### src/rtl/game_over_check_pkg.sv
// Shared board/piece constants and types for the top-out checker.
package game_over_check_pkg;

  localparam int unsigned BOARD_ROWS = 23;
  localparam int unsigned PIECE_DIM  = 4;
  localparam int unsigned PIECE_BITS = PIECE_DIM * PIECE_DIM;
  localparam int unsigned POS_W      = 5;
  localparam int unsigned ROW_W      = 6;
  localparam int unsigned RIDX_W     = 2;

  // Bit 4*r+c is row r, column c; index 0 is row0/col0 (the literal's MSB).
  typedef logic [0:PIECE_BITS-1] piece_t;

endpackage

### src/rtl/game_over_check_if.sv
// Piece-check bus between placement logic (master) and the top-out checker (slave).
interface game_over_check_if;
  import game_over_check_pkg::*;

  logic                 check;
  logic                 clear;
  logic [POS_W-1:0]     pos_y;
  piece_t               float;
  logic                 overflow;
  logic                 game_over;

  modport master (
    output check, clear, pos_y, float,
    input  overflow, game_over
  );

  modport slave (
    input  check, clear, pos_y, float,
    output overflow, game_over
  );

endinterface

### src/rtl/game_over_check_row_check.sv
// One piece row: flags an occupied row whose board coordinate lies below the playfield.
module goc_row_check
  import game_over_check_pkg::*;
(
  input  logic [PIECE_DIM-1:0] row_bits,
  input  logic [POS_W-1:0]     pos_y,
  input  logic [RIDX_W-1:0]    row_idx,
  output logic                 row_out
);

  logic [ROW_W-1:0] y_row;

  // Widened so pos_y = 31 plus row 3 cannot wrap back onto the board.
  assign y_row   = ROW_W'(pos_y) + ROW_W'(row_idx);
  assign row_out = (|row_bits) && (y_row >= ROW_W'(BOARD_ROWS));

endmodule

### src/rtl/game_over_check.sv
// Top-out detector: combinational overflow plus registered game_over flag.
// Define GOC_STICKY_EN to make game_over latch until clear or reset.
module game_over_check
  import game_over_check_pkg::*;
(
  input  logic               clk,
  input  logic               rst_n,
  game_over_check_if.slave   bus
);

  logic [PIECE_DIM-1:0] row_out;
  logic                 go_next;
  logic                 go_q;

  for (genvar r = 0; r < PIECE_DIM; r++) begin : g_row
    goc_row_check u_row (
      .row_bits (bus.float[r*PIECE_DIM +: PIECE_DIM]),
      .pos_y    (bus.pos_y),
      .row_idx  (RIDX_W'(r)),
      .row_out  (row_out[r])
    );
  end

  assign bus.overflow = |row_out;

  // clear wins over check; otherwise hold.
  always_comb begin
    go_next = go_q;
    if (bus.clear) begin
      go_next = 1'b0;
    end else if (bus.check) begin
`ifdef GOC_STICKY_EN
      go_next = go_q | bus.overflow;
`else
      go_next = bus.overflow;
`endif
    end
  end

  always_ff @(posedge clk or negedge rst_n) begin
    if (!rst_n) go_q <= 1'b0;
    else        go_q <= go_next;
  end

  assign bus.game_over = go_q;

endmodule

### src/flat_wrapper.sv
// flat-port wrapper written by rule: the top's interface ports become plain ports
module game_over_check_flat import game_over_check_pkg::*;
  (clk, rst_n, bus_check, bus_clear, bus_pos_y, bus_float, bus_overflow, bus_game_over);
  game_over_check_if bus_i ();
  input  logic clk;
  input  logic rst_n;
  input wire logic [$bits(bus_i.check)-1:0] bus_check;
  input wire logic [$bits(bus_i.clear)-1:0] bus_clear;
  input wire logic [$bits(bus_i.pos_y)-1:0] bus_pos_y;
  input wire logic [$bits(bus_i.float)-1:0] bus_float;
  output wire logic [$bits(bus_i.overflow)-1:0] bus_overflow;
  output wire logic [$bits(bus_i.game_over)-1:0] bus_game_over;
  assign bus_i.check = bus_check;
  assign bus_i.clear = bus_clear;
  assign bus_i.pos_y = bus_pos_y;
  assign bus_i.float = bus_float;
  assign bus_overflow = bus_i.overflow;
  assign bus_game_over = bus_i.game_over;
  game_over_check u_core (.clk(clk), .rst_n(rst_n), .bus(bus_i));
endmodule
### config.mk
export PLATFORM = sky130hd
export DESIGN_NAME = game_over_check_flat
export DESIGN_NICKNAME = d
export VERILOG_FILES = /design/src/rtl/game_over_check_pkg.sv /design/src/rtl/game_over_check_if.sv /design/src/rtl/game_over_check_row_check.sv /design/src/rtl/game_over_check.sv /design/src/flat_wrapper.sv
export SDC_FILE = /design/constraint.sdc
export NUM_CORES = 1
export LEC_CHECK = 0
export ABC_CLOCK_PERIOD_IN_PS = 1680
export CORE_AREA = 4 4 41 43
export DETAILED_ROUTE_END_ITERATION = 10
export DIE_AREA = 0 0 45 47
export GPL_ROUTABILITY_DRIVEN = 0
export GPL_TIMING_DRIVEN = 0
export PLACE_DENSITY = 0.56
export SYNTH_ARGS = -nofsm -noshare
export SYNTH_HDL_FRONTEND = slang
export SYNTH_SLANG_ARGS = --single-unit
### constraint.sdc
create_clock -name clk -period 1.68 [get_ports clk]
set_input_delay 0.336 -clock clk [delete_from_list [all_inputs] [get_ports clk]]
set_output_delay 0.336 -clock clk [all_outputs]
set_load 0.005 [all_outputs]
### Word level (Yosys, flattened, before mapping)

Cells that the tools add are included.

* register bits after elaboration: 1
* bits of input ports: 25
* output and inout bits: 2
* word-level logic and storage cells: 20

* $add $sub $neg: 3
* magnitude comparators: 4
* mux-type cells: 2
* reduce and logical (&&, ||, !) cells: 10

Operators with widths (count)
* $reduce_or A4 Y1: 5
* $ge A6 B5 Y1 const B: 3
* $add A5 B2 Y6 const B: 2
* $add A5 B1 Y6 const B: 1
* $ge A5 B5 Y1 const B: 1
* $logic_and A1 B1 Y1: 4
* $mux W1: 2
* $reduce_bool A2 Y1: 1

### Depth between registers and ports, before layout

* word-level depth: 6
* gate-level depth with buffers: 7
* gate-level depth less buffers: 7

### Modules after synthesis

From an unflattened synthesis, not the netlist that was laid out.

* cell total of the unflattened synthesis: 59
* area, all modules: 565.5 sq um

By module, submodules not included
* goc_row_check: times used 4, cells each 13, area each 126.4 sq um, seq. area each 0.0 sq um
* game_over_check: times used 1, cells each 7, area each 60.1 sq um, seq. area each 25.0 sq um

### Least setup slack after synthesis

OpenSTA, ideal clock, no wires.

* kind: input to output
* from: in bus_pos_y[1]
* to: out bus_overflow
* arrival time: 1.466 ns
* data required time: 1.344 ns
* setup slack: -0.122 ns
* cell stages on the path: 6
* cells stage by stage: inv_1 -> ha_1 -> or4_1 -> a21oi_1 -> a32oi_1 -> nand2_1

* longest elaborated chain between the ends: 4

RTL lines
* start: declaration: RTL line flat_wrapper.sv:9 `input wire logic [$bits(bus_i.pos_y)-1:0] bus_pos_y;`
* $add A5 B2 Y6 or $add A5 B1 Y6 (tied branches): RTL line game_over_check_row_check.sv:14 `assign y_row = ROW_W'(pos_y) + ROW_W'(row_idx);`
* $ge A6 B5 Y1: RTL line game_over_check_row_check.sv:15 `assign row_out = (|row_bits) && (y_row >= ROW_W'(BOARD_ROWS));`
* $logic_and A1 B1 Y1: RTL line game_over_check_row_check.sv:15
* $reduce_or A4 Y1 *: RTL line game_over_check.sv:24 `assign bus.overflow = |row_out;`
* end: declaration: RTL line flat_wrapper.sv:11 `output wire logic [$bits(bus_i.overflow)-1:0] bus_overflow;`

Every way passes the cells marked *; elsewhere a longest branch is shown, timed or not.

### Final worst setup path

Same ends and word-level chain as after synthesis.

==> impl_results.md <==
- R2R setup slack: 0.98 ns
- Core area: 0.00130 mm^2
- Status: finished with violations
- Register area: 25.0 um^2
- Post-detailed-route count of antenna-violating nets: 0
- Placed instance count: 76
- Initial drt markers: 2
- CP max stage delay: 0.47 ns
- Failing checks: negative setup slack
- Via/cell ratio: 4.94
- Distinct cells, synth: 18
- Peak VDD IR: 0.000124 V
- Clock skew: 0 ns
- Slew Viols, Final: 0
- DRC: 0
- Fin util: 47.8%
- Area after DPL: 537 um^2
- Final instance count without filler cells: 79
- Power per cell area: 271 mW/mm^2
- Setup violations, final: 2
- Die Area: 0.00212 mm^2
- Number of global-route vias before repair: 330
- Critical path, cell by cell: buf_12, inv_6, ha_4, or4_4, a21oi_2, a32oi_2, nand2_1, buf_2
- Largest net degree at the start of global routing: 8
- Final hold violation count: 0
- Slew @ Worst Pin: 0.233 ns
- Final instance area: 622 um^2
- Worst Slack Setup Final: -0.247 ns
- Commonest non-fill, non-tap cell in the layout: clkdlybuf4s50_1
- Worst Hold Class: input port to async pin
- CP required: 1.34 ns
- RSZ-0062 raised after global routing: true
- Most frequent cells in the layout: clkdlybuf4s50_1, nand2_1
- Sequential area share after synthesis: 10.4%
- Max_cap viols: 0
- Share of layout cells above drive strength 1: 31.3%
- Clk_lat worst skew: 0 ns
- Antenna cells: 0
- Post-synth net total: 62
- Mean post-synth cell area: 6.86 um^2
- Core Rows: 13
- Die X: 45 um
- Pre-CTS setup slack: -1.29 ns
- FF-to-FF End: u_core.bus.game_over
- Yosys Warn Count: 0
- Area added between synthesis and finish: 159%
- Post-Syn Instances: 35
- Crit path max fanout: 3
- Max_slew headroom: 84.3%
- Area of the multi-input gates: 265 um^2
- CP arrival: 1.59 ns
- First-pass GRT wire length: 1260 um
- FF-to-FF Start: u_core.bus.game_over
- Clock-pin transition on the worst setup and hold timing paths: 0 ns
- CP Launch Type: input port
- First drt pass iteration count: 2
- WL final: 866 um
- Total Routing Usage GR: 7.41%
- Total negative slack: -0.449 ns
- Fill cells: 136
- Fin nets: 93
- CP startpoint: bus_pos_y[1]
- Worst R2R Path Depth: 2
- Critical-path top delay cell: or4_4
- Synth Register Bits: 1
- Initial antenna violation count: 0
- Pleak: 0.000239 uW
- Synth Cell Area: 240 um^2
- Critical path type: input port to output pin
- Die Y: 47 um
- Grt ovf: 0
- Min cycle time layout: 1.93 ns
- Number of flip-flops in the largest register: 1
- Worst Setup End Kind: output pin
- Number of I/O port buffers: 26
- Max Clk Rate: 0.519 GHz
- Routed wire per std cell: 11.0 um
- Initial Utilization: 18.5%
- Hpwl dp: 702 um
- Period utilisation layout: 115%
- Vias: 390
- Num ports: 27
-- synth_stat cells, drive strengths merged --
library cell  instances  area (um^2)
a32oi                 1         8.76
o21ai                 2         10.0
ha                    2         25.0
or4                   2         15.0
a311oi                1         15.0
a21o                  2         15.0
a22oi                 1         7.51
a21oi                 4         20.0
o22ai                 2         12.5
nor2                  3         11.3
nand3                 1         5.00
nor4                  4         25.0
a221oi                1         8.76
nand2                 4         15.0
inv                   3         11.3
nor4bb                1         10.0
dfrtp                 1         25.0
-- repair_timing --
item / CTS / global route
hold buffers: 0 / 0
gates cloned: 0 / 0
resized for setup: 36 / 5
setup endpoints to repair: 2 / 2
pin swaps: 6 / 3
setup buffers: 3 / 0
-- layout make-up --
cell class                 count  share of cell area [%]
timing repair buffer          29                    47.7
multi-input combinational     31                    42.7
sequential                     1                    4.02
tap                           15                    3.02
inverter                       3                    2.62
-- how the worst max path moves through the flow --
stage / to / slack, ns
after CTS: bus_overflow / -0.26
after floorplan: bus_overflow / -0.03
after global routing: bus_overflow / -0.31
after global placement: bus_overflow / -1.30
final: bus_overflow / -0.25
after detailed placement: bus_overflow / -1.29
-- through the flow --
stage	total power [uW]	hold WS, ns
after floorplan	65.6	0.0404
after global placement	147	0.487
after detailed placement	148	0.487
after CTS	163	0.487
after global routing	182	0.496
final	169	0.485
-- metal layers --
layer / wire [um] / vias to the layer above / GRT usage [%] / part of all wire (%)
li1: - / 201 / - / -
met1: 355 / 173 / 10.2 / 41
met2: 413 / 16 / 13.3 / 48
met3: 97 / 0 / 0.766 / 11
met4: 0 / 0 / 0 / 0
met5: 0 / - / 0 / 0
-- power breakdown --
part	leakage (uW)	switching, uW	internal (uW)	total, uW
Clock	0	0	0	0
Combinational	0.000226	50.1	91.0	141
Sequential	0.0000128	1.01	26.6	27.6
-- critical path, delay by kind of cell --
kind            cells  cell delay [ns]
compound gates      2             0.27
buf+inv             3             0.26
simple gates        2             0.54
fa+ha+maj           1             0.18
-- kinds of logic (layout without fill, tap and decap cells) --
logic type	count (synthesis)	after routing	synth area share (%)
DFF	1	1	10.4
buffers and inverters	3	32	4.69
adders and majority gates	2	2	10.4
AOI/OAI and AO/OA	14	14	40.6
and+or+nand+nor	15	15	33.8
Power figures use the tool's default switching activity.
